[config.mk]
export PLATFORM = sky130hd
export DESIGN_NAME = mem_bus_arbiter_flat
export DESIGN_NICKNAME = d
export VERILOG_FILES = /design/src/rtl/mem_bus_arbiter_pkg.sv /design/src/rtl/mem_bus_arbiter_if.sv /design/src/rtl/mem_bus_arbiter.sv /design/src/flat_wrapper.sv
export SDC_FILE = /design/constraint.sdc
export NUM_CORES = 1
export LEC_CHECK = 0
export CAP_MARGIN = 0
export CORE_AREA = 2 2 106 108
export DETAILED_ROUTE_END_ITERATION = 16
export DIE_AREA = 0 0 108 110
export PLACE_DENSITY_LB_ADDON = 0.15
export SYNTH_ARGS = -nofsm -noshare
export SYNTH_HDL_FRONTEND = slang
export SYNTH_SLANG_ARGS = --single-unit
[constraint.sdc]
create_clock -name clk -period 3.1 [get_ports clk]
set_input_delay 0.465 -clock clk [delete_from_list [all_inputs] [get_ports clk]]
set_output_delay 0.465 -clock clk [all_outputs]
set_load 0.02 [all_outputs]
[src/rtl/mem_bus_arbiter_pkg.sv]
// Shared encodings for mem_bus_arbiter: FSM states, owner codes and access sizes.
package mem_bus_arbiter_pkg;

  typedef logic [1:0] size_t;

  localparam size_t SIZE_BYTE = 2'b00;
  localparam size_t SIZE_HALF = 2'b01;
  localparam size_t SIZE_WORD = 2'b10;

  typedef enum logic [1:0] {
    ST_IDLE  = 2'b00,
    ST_OWN_I = 2'b01,
    ST_OWN_D = 2'b10
  } arb_state_t;

  localparam logic [1:0] OWNER_NONE = 2'b00;
  localparam logic [1:0] OWNER_I    = 2'b01;
  localparam logic [1:0] OWNER_D    = 2'b10;

  function automatic logic [1:0] owner_of(input arb_state_t s);
    case (s)
      ST_OWN_I: return OWNER_I;
      ST_OWN_D: return OWNER_D;
      default:  return OWNER_NONE;
    endcase
  endfunction

endpackage

[src/rtl/mem_bus_arbiter_if.sv]
// Fetch port, data port and unified memory bus of mem_bus_arbiter.
// master is the arbiter's view; slave is the requesters' and memory's view.
interface mem_bus_arbiter_if;
  import mem_bus_arbiter_pkg::*;

  logic        i_req;
  logic [31:0] i_addr;
  logic [31:0] i_rdata;
  logic        i_ready_n;

  logic        d_req;
  logic        d_write;
  size_t       d_size;
  logic [31:0] d_addr;
  logic [31:0] d_wdata;
  logic [31:0] d_rdata;
  logic        d_ready_n;

  logic        m_req;
  logic        m_write;
  size_t       m_size;
  logic [31:0] m_addr;
  logic [31:0] m_wdata;
  logic [31:0] m_rdata;
  logic        m_ready_n;
  logic        m_busy;

  logic [1:0]  owner;

  modport master (
    input  i_req, i_addr,
    input  d_req, d_write, d_size, d_addr, d_wdata,
    input  m_rdata, m_ready_n, m_busy,
    output i_rdata, i_ready_n,
    output d_rdata, d_ready_n,
    output m_req, m_write, m_size, m_addr, m_wdata,
    output owner
  );

  modport slave (
    output i_req, i_addr,
    output d_req, d_write, d_size, d_addr, d_wdata,
    output m_rdata, m_ready_n, m_busy,
    input  i_rdata, i_ready_n,
    input  d_rdata, d_ready_n,
    input  m_req, m_write, m_size, m_addr, m_wdata,
    input  owner
  );

endinterface

[src/rtl/mem_bus_arbiter.sv]
// Arbitrates an instruction-fetch port and a data port onto one memory bus.
// Data wins by default; after STARVE_LIMIT back-to-back D grants with I waiting, I goes first.
module mem_bus_arbiter
  import mem_bus_arbiter_pkg::*;
#(
  parameter int STARVE_LIMIT = 4
) (
  input  logic              clk,
  input  logic              rst,
  mem_bus_arbiter_if.master bus
);

  localparam logic [2:0] STREAK_MAX = 3'(STARVE_LIMIT);

  arb_state_t  state;
  arb_state_t  state_next;
  logic [2:0]  streak;
  logic        grant_i;
  logic        grant_d;
  logic        done;
  logic        i_starving;

  logic        m_write_q;
  size_t       m_size_q;
  logic [31:0] m_addr_q;
  logic [31:0] m_wdata_q;

  assign i_starving = bus.i_req && (streak >= STREAK_MAX);
  assign done       = (state != ST_IDLE) && !bus.m_ready_n;

  always_ff @(posedge clk or negedge rst) begin
    if (!rst) begin
      state <= ST_IDLE;
    end else begin
      state <= state_next;
    end
  end

  // Grants happen only from IDLE, which guarantees one idle cycle between transactions.
  always_comb begin
    state_next = state;
    grant_i    = 1'b0;
    grant_d    = 1'b0;
    case (state)
      ST_IDLE: begin
        if (!bus.m_busy) begin
          if (bus.d_req && !i_starving) begin
            grant_d    = 1'b1;
            state_next = ST_OWN_D;
          end else if (bus.i_req) begin
            grant_i    = 1'b1;
            state_next = ST_OWN_I;
          end
        end
      end
      ST_OWN_I, ST_OWN_D: begin
        if (!bus.m_ready_n) begin
          state_next = ST_IDLE;
        end
      end
      default: state_next = ST_IDLE;
    endcase
  end

  always_ff @(posedge clk or negedge rst) begin
    if (!rst) begin
      m_write_q <= 1'b0;
      m_size_q  <= SIZE_BYTE;
      m_addr_q  <= '0;
      m_wdata_q <= '0;
    end else if (grant_d) begin
      m_write_q <= bus.d_write;
      m_size_q  <= bus.d_size;
      m_addr_q  <= bus.d_addr;
      m_wdata_q <= bus.d_wdata;
    end else if (grant_i) begin
      m_write_q <= 1'b0;
      m_size_q  <= SIZE_WORD;
      m_addr_q  <= bus.i_addr;
      m_wdata_q <= '0;
    end
  end

  // Streak counts D grants that bypassed a waiting fetch.
  always_ff @(posedge clk or negedge rst) begin
    if (!rst) begin
      streak <= '0;
    end else if (grant_d) begin
      if (!bus.i_req) begin
        streak <= '0;
      end else if (streak < STREAK_MAX) begin
        streak <= streak + 3'd1;
      end
    end else if (grant_i) begin
      streak <= '0;
    end
  end

  assign bus.m_req   = (state != ST_IDLE);
  assign bus.m_write = m_write_q;
  assign bus.m_size  = m_size_q;
  assign bus.m_addr  = m_addr_q;
  assign bus.m_wdata = m_wdata_q;
  assign bus.owner   = owner_of(state);

  // Completion is forwarded combinationally in the cycle memory signals ready.
  assign bus.i_ready_n = !(done && (state == ST_OWN_I));
  assign bus.d_ready_n = !(done && (state == ST_OWN_D));
  assign bus.i_rdata   = (done && (state == ST_OWN_I)) ? bus.m_rdata : '0;
  assign bus.d_rdata   = (done && (state == ST_OWN_D)) ? bus.m_rdata : '0;

endmodule

[src/flat_wrapper.sv]
// flat-port wrapper written by rule: the top's interface ports become plain ports
module mem_bus_arbiter_flat import mem_bus_arbiter_pkg::*;
#(
  parameter int STARVE_LIMIT = 4
)
  (clk, rst, bus_i_req, bus_i_addr, bus_d_req, bus_d_write, bus_d_size, bus_d_addr, bus_d_wdata, bus_m_rdata, bus_m_ready_n, bus_m_busy, bus_i_rdata, bus_i_ready_n, bus_d_rdata, bus_d_ready_n, bus_m_req, bus_m_write, bus_m_size, bus_m_addr, bus_m_wdata, bus_owner);
  mem_bus_arbiter_if bus_i ();
  input  logic clk;
  input  logic rst;
  input wire logic [$bits(bus_i.i_req)-1:0] bus_i_req;
  input wire logic [$bits(bus_i.i_addr)-1:0] bus_i_addr;
  input wire logic [$bits(bus_i.d_req)-1:0] bus_d_req;
  input wire logic [$bits(bus_i.d_write)-1:0] bus_d_write;
  input wire logic [$bits(bus_i.d_size)-1:0] bus_d_size;
  input wire logic [$bits(bus_i.d_addr)-1:0] bus_d_addr;
  input wire logic [$bits(bus_i.d_wdata)-1:0] bus_d_wdata;
  input wire logic [$bits(bus_i.m_rdata)-1:0] bus_m_rdata;
  input wire logic [$bits(bus_i.m_ready_n)-1:0] bus_m_ready_n;
  input wire logic [$bits(bus_i.m_busy)-1:0] bus_m_busy;
  output wire logic [$bits(bus_i.i_rdata)-1:0] bus_i_rdata;
  output wire logic [$bits(bus_i.i_ready_n)-1:0] bus_i_ready_n;
  output wire logic [$bits(bus_i.d_rdata)-1:0] bus_d_rdata;
  output wire logic [$bits(bus_i.d_ready_n)-1:0] bus_d_ready_n;
  output wire logic [$bits(bus_i.m_req)-1:0] bus_m_req;
  output wire logic [$bits(bus_i.m_write)-1:0] bus_m_write;
  output wire logic [$bits(bus_i.m_size)-1:0] bus_m_size;
  output wire logic [$bits(bus_i.m_addr)-1:0] bus_m_addr;
  output wire logic [$bits(bus_i.m_wdata)-1:0] bus_m_wdata;
  output wire logic [$bits(bus_i.owner)-1:0] bus_owner;
  assign bus_i.i_req = bus_i_req;
  assign bus_i.i_addr = bus_i_addr;
  assign bus_i.d_req = bus_d_req;
  assign bus_i.d_write = bus_d_write;
  assign bus_i.d_size = bus_d_size;
  assign bus_i.d_addr = bus_d_addr;
  assign bus_i.d_wdata = bus_d_wdata;
  assign bus_i.m_rdata = bus_m_rdata;
  assign bus_i.m_ready_n = bus_m_ready_n;
  assign bus_i.m_busy = bus_m_busy;
  assign bus_i_rdata = bus_i.i_rdata;
  assign bus_i_ready_n = bus_i.i_ready_n;
  assign bus_d_rdata = bus_i.d_rdata;
  assign bus_d_ready_n = bus_i.d_ready_n;
  assign bus_m_req = bus_i.m_req;
  assign bus_m_write = bus_i.m_write;
  assign bus_m_size = bus_i.m_size;
  assign bus_m_addr = bus_i.m_addr;
  assign bus_m_wdata = bus_i.m_wdata;
  assign bus_owner = bus_i.owner;
  mem_bus_arbiter #(.STARVE_LIMIT(STARVE_LIMIT)) u_core (.clk(clk), .rst(rst), .bus(bus_i));
endmodule
# After elaboration in Yosys (flattened, before gate mapping)
# Cells that the tools add are included.
# W data, S select, Z words.
[op_classes]
n_addsub = 1
order_cmp = 2
eq_ne = 6
n_mux = 27
reduce_logical = 15
[op_table]
columns = ["operator", "count"]
rows = [
  ["$mux W32", 6],
  ["$mux W2", 6],
  ["$mux W3", 4],
  ["$mux W1", 9],
  ["$pmux W2 S2", 2],
  ["$logic_and A1 B1 Y1", 5],
  ["$logic_not A1 Y1", 4],
  ["$ne A2 B2 Y1 const B", 2],
  ["$reduce_bool A2 Y1", 2],
  ["$add A3 B1 Y3 const B", 1],
  ["$ge A3 B3 Y1 const B", 1],
  ["$lt A3 B3 Y1 const B", 1],
  ["$ne A3 B2 Y1 const B", 1],
  ["$ne A3 B3 Y1 const B", 1],
  ["$reduce_and A3 Y1", 1],
  ["$eq A2 B1 Y1 const B", 1],
  ["$eq A2 B2 Y1 const B", 1],
  ["$logic_not A2 Y1", 1],
  ["$reduce_and A2 Y1", 1],
  ["$reduce_or A2 Y1", 1],
]
[totals]
reg_bits = 72
in_bits = 137
out_inout_bits = 136
elab_cells = 57

# Longest topological paths before layout
[depth]
depth_word = 9
ltp_mapped = 8
depth_no_buf = 5

# Least setup slack after synthesis
# No wires, ideal clock.
[synth_path]
kind = "flip-flop to output port"
from = "reg u_core.state[0]"
to = "out bus_d_rdata[22]"
t_arrival_ns = 1.597
required_time_ns = 2.635
slack_ns = 1.038
path_stages_with_launch = 6
path_buffers = 1
cell_sequence = "dfrtp_1 -> inv_1 -> ha_1 -> nor3b_1 -> clkbuf_1 -> and2_1"
[synth_between]
elab_chain_cells = 4
elab_cells_between_ends = 5
cone_classes = "1 x eq/ne; 1 x mux; 3 x reduce/logical"
[synth_lines]
columns = ["element", "line_no", "text"]
rows = [
  ["from (decl)", "mem_bus_arbiter.sv:15", "arb_state_t state;"],
  ["from (signal assigned)", "mem_bus_arbiter.sv:35", "state <= state_next;"],
  ["$reduce_bool A2 Y1", "mem_bus_arbiter.sv:29", "assign done = (state != ST_IDLE) && !bus.m_ready_n;"],
  ["$logic_and A1 B1 Y1", "mem_bus_arbiter.sv:29", ""],
  ["$logic_and A1 B1 Y1 *", "mem_bus_arbiter.sv:110", "assign bus.d_rdata = (done && (state == ST_OWN_D)) ? bus.m_rdata : '0;"],
  ["$mux W32 *", "mem_bus_arbiter.sv:110", ""],
  ["to (decl)", "flat_wrapper.sv:22", "output wire logic [$bits(bus_i.d_rdata)-1:0] bus_d_rdata;"],
]
# Every way passes the cells marked *; elsewhere a longest branch is shown, timed or not.

# Final worst setup path
[layout_path]
from = "reg u_core.state[0]"
to = "out bus_d_rdata[3]"
# Same word-level chain as after synthesis.

==> reports/qor.yml <==
die:
  start_util: 0.341
  dieArea_um2: 11900
  die_w_um: 108
  coreArea_um2: 10700
  row_count: 38
  ios: 273
  die-height_um: 110
logic_synthesis:
  synthAdderAreaFrac: 0.0206
  synth_nets: 507
  synth_xor_area_frac: 0
  synth-compound-area-share: 0.222
  synth_top_family_by_area: "compound AO/OA/AOI/OAI gates"
  synthCells: 364
  synthMuxAreaShare: 0.00549
  synth_edf_count: 0
  synth_area_um2: 3650
  synth-async-reset-ratio: 1.00
  ys_types: 29
  synthFlopType: "dfrtp_1"
  yosys_warnings: 0
  seq_area_frac_synth: 0.494
  yosys.area_share.simple: 0.197
  ys_ff_latch: 72
  avgSynthCellArea_um2: 10.0
detailed_routing:
  drtPass1Iterations: 4
  route.vias.total: 3778
  viasPerCell: 4.93
  drt_iter0_markers: 283
  wl_per_cell_um: 17.4
  wirelength_um: 13300
  postRouteAntennaNets: 0
  drc: 0
pwr:
  clock_power_share: 0.148
  leakagePower_nw: 2.80
  seq_power_share: 0.306
  p_per_area_nw_per_um2: 793
  ir_worst_vdd_v: 0.000370
  p_sw_mw: 2.06
  internal-power_mw: 3.20
  pwr-share-comb: 0.547
  p_sw_frac: 0.391
global_route:
  antenna_found_initial: 0
  use_met3: 0.0776
  groute.layer.met1.usage: 0.253
  grt_pass1_vias: 3861
  grtUsageTotal: 0.221
  grt_pass1_wl_um: 20200
  overflow: 0
  use_met2: 0.387
  grt_busiest_layer: "met2"
  grt_max_degree: 73
clocking:
  clk_latency_ns: 0.35
  cts_tree: "done"
  cts.htree.levels: 3
  clk_pin_slew_ns: 0.08
  clockRootBuffer: "clkbuf_8"
  holdBufCountCts: 0
  clock_path_buffers: 2
  cts.sinks: 72
  cts_made_buffers: 9
finish:
  final_common_cell: "clkdlybuf4s50_1"
  layout_common_cells: "clkdlybuf4s50_1, dfrtp_1, and2_1, nand2_1, a22o_1"
  syn_to_final_growth_pct: 81.9
  layout-drive-gt1-share: 0.0670
  utilization: 0.620
  fin_nets: 765
  antenna_cells: 0
  postLayoutCellArea_um2: 6630
worst_setup_path:
  path_delay_family: "buffers and inverters"
  crit_buf_inv: 3
  path_class: "reg2out"
  reg2reg_setup_slack_ns: 0.84
  r2r_end: "u_core.bus.m_wdata[27]"
  reg2reg_from: "u_core.state[0]"
  slowest_stage: "clkdlybuf4s50_1"
  critPathRequiredTime_ns: 2.63
  cp_cell_sequence: "inv_1, ha_1, nor3b_2, buf_6, and2_1, clkdlybuf4s50_1"
  end_kind: "output port"
  startpoint_type: "flip-flop"
  crit_fanout: 33
  arrival_ns: 2.49
  cpPeakStageDelay_ns: 0.62
  worst_r2r_path_depth: 5
sta:
  slew_viol_final: 0
  slew_headroom: 0.396
  fin_skew_ns: 0.00811
  hold_viol: 0
  clock.fmax_mhz: 339
  worstMarginPinSlew_ns: 0.906
  setup_viol_count_final: 0
  rsz0062_at_grt: "no"
  period_share: 0.952
  setup_ws_ns: 0.149
  tns_ns: 0
  fin_crit_ns: 2.95
place:
  numPortBuffers: 272
  pre_cts_ws_ns: 0.300
  post-dp-hpwl_um: 9840
  place_congestion: 0.805
  dpl_cell_area_um2: 6410
status:
  outcome: "complete, no violations"
hold_path:
  worst_hold_path_type: "in2async"
run:
  maxCapViolCount: 0
power groups by stage:
stage               clock network, mW  logic [mW]  registers [mW]
CTS                             0.801        2.90            1.61
global placement                    0        2.86            1.60
detailed placement                  0        2.89            1.62
finish                          0.776        2.87            1.61
global route                    0.838        3.07            1.67
floorplan                           0        1.00            2.12
per-layer routing:
layer | vias up | part of all wire
li1 | 1783 | -
met1 | 1809 | 0.38
met2 | 170 | 0.51
met3 | 16 | 0.094
met4 | 0 | 0.014
met5 | - | 0
registers in the layout, indices dropped and copies added (netlist names):
signal,flops
u_core.streak,3
u_core.state,2
u_core.bus.m_size,2
u_core.bus.m_wdata,32
u_core.bus.m_write,1
u_core.bus.m_addr,32
logic make-up (layout without fill, tap and decap cells):
| group | count (synthesis) | after routing |
|---|---|---|
| simple gates | 138 | 138 |
| compound gates | 108 | 108 |
| flops | 72 | 72 |
| buf+inv | 38 | 301 |
| fa+ha+maj | 6 | 6 |
| mux | 2 | 2 |
how the worst max path moves through the flow:
stage	startpoint	end	slack, ns	cells after the start
final	u_core.state[0]	bus_d_rdata[3]	0.15	6
after global routing	u_core.state[0]	bus_d_rdata[24]	0.008	6
after CTS	u_core.state[0]	bus_d_rdata[28]	0.07	6
after detailed placement	bus_m_ready_n	bus_d_rdata[28]	0.30	5
after global placement	bus_m_ready_n	bus_i_rdata[31]	0.35	5
after floorplan	u_core.state[0]	bus_d_rdata[22]	1.04	5
metrics by stage:
stage | instances | hold slack [ns] | total power [mW]
after floorplan | 364 | 0.169 | 3.12
after global placement | 751 | 0.466 | 4.46
after detailed placement | 751 | 0.481 | 4.51
after CTS | 767 | 0.277 | 5.31
after global routing | 767 | 0.320 | 5.58
final | 767 | 0.244 | 5.26
cells in the mapped netlist (2+ instances only):
cell type	count	area share
buf_6	10	0.031
and2_1	64	0.11
mux2i_1	2	0.0055
a31oi_2	10	0.034
inv_1	6	0.0062
ha_1	6	0.021
a32o_1	2	0.0055
a22o_1	35	0.084
a31oi_1	22	0.038
dfrtp_1	72	0.49
nor3b_1	2	0.0041
buf_2	4	0.0055
clkbuf_1	18	0.019
nand2_1	64	0.066
a21oi_1	33	0.045
what timing repair did:
item | 4_1_cts | 5_1_grt
gates resized for setup | 0 | 7
endpoints found under the setup margin | 0 | 30
buffers inserted | 0 | 0
cell type report:
cell class                      count  area, um^2
Clock buffer                       11         151
Clock inverter                      5        55.1
Inverter                            6        22.5
Sequential cell                    72        1800
Timing Repair Buffer              279        2790
Fill cell                         915        4060
Multi-Input combinational cell    254        1640
Tap cell                          140         175
Note: power is estimated with default switching activity, not from simulation.
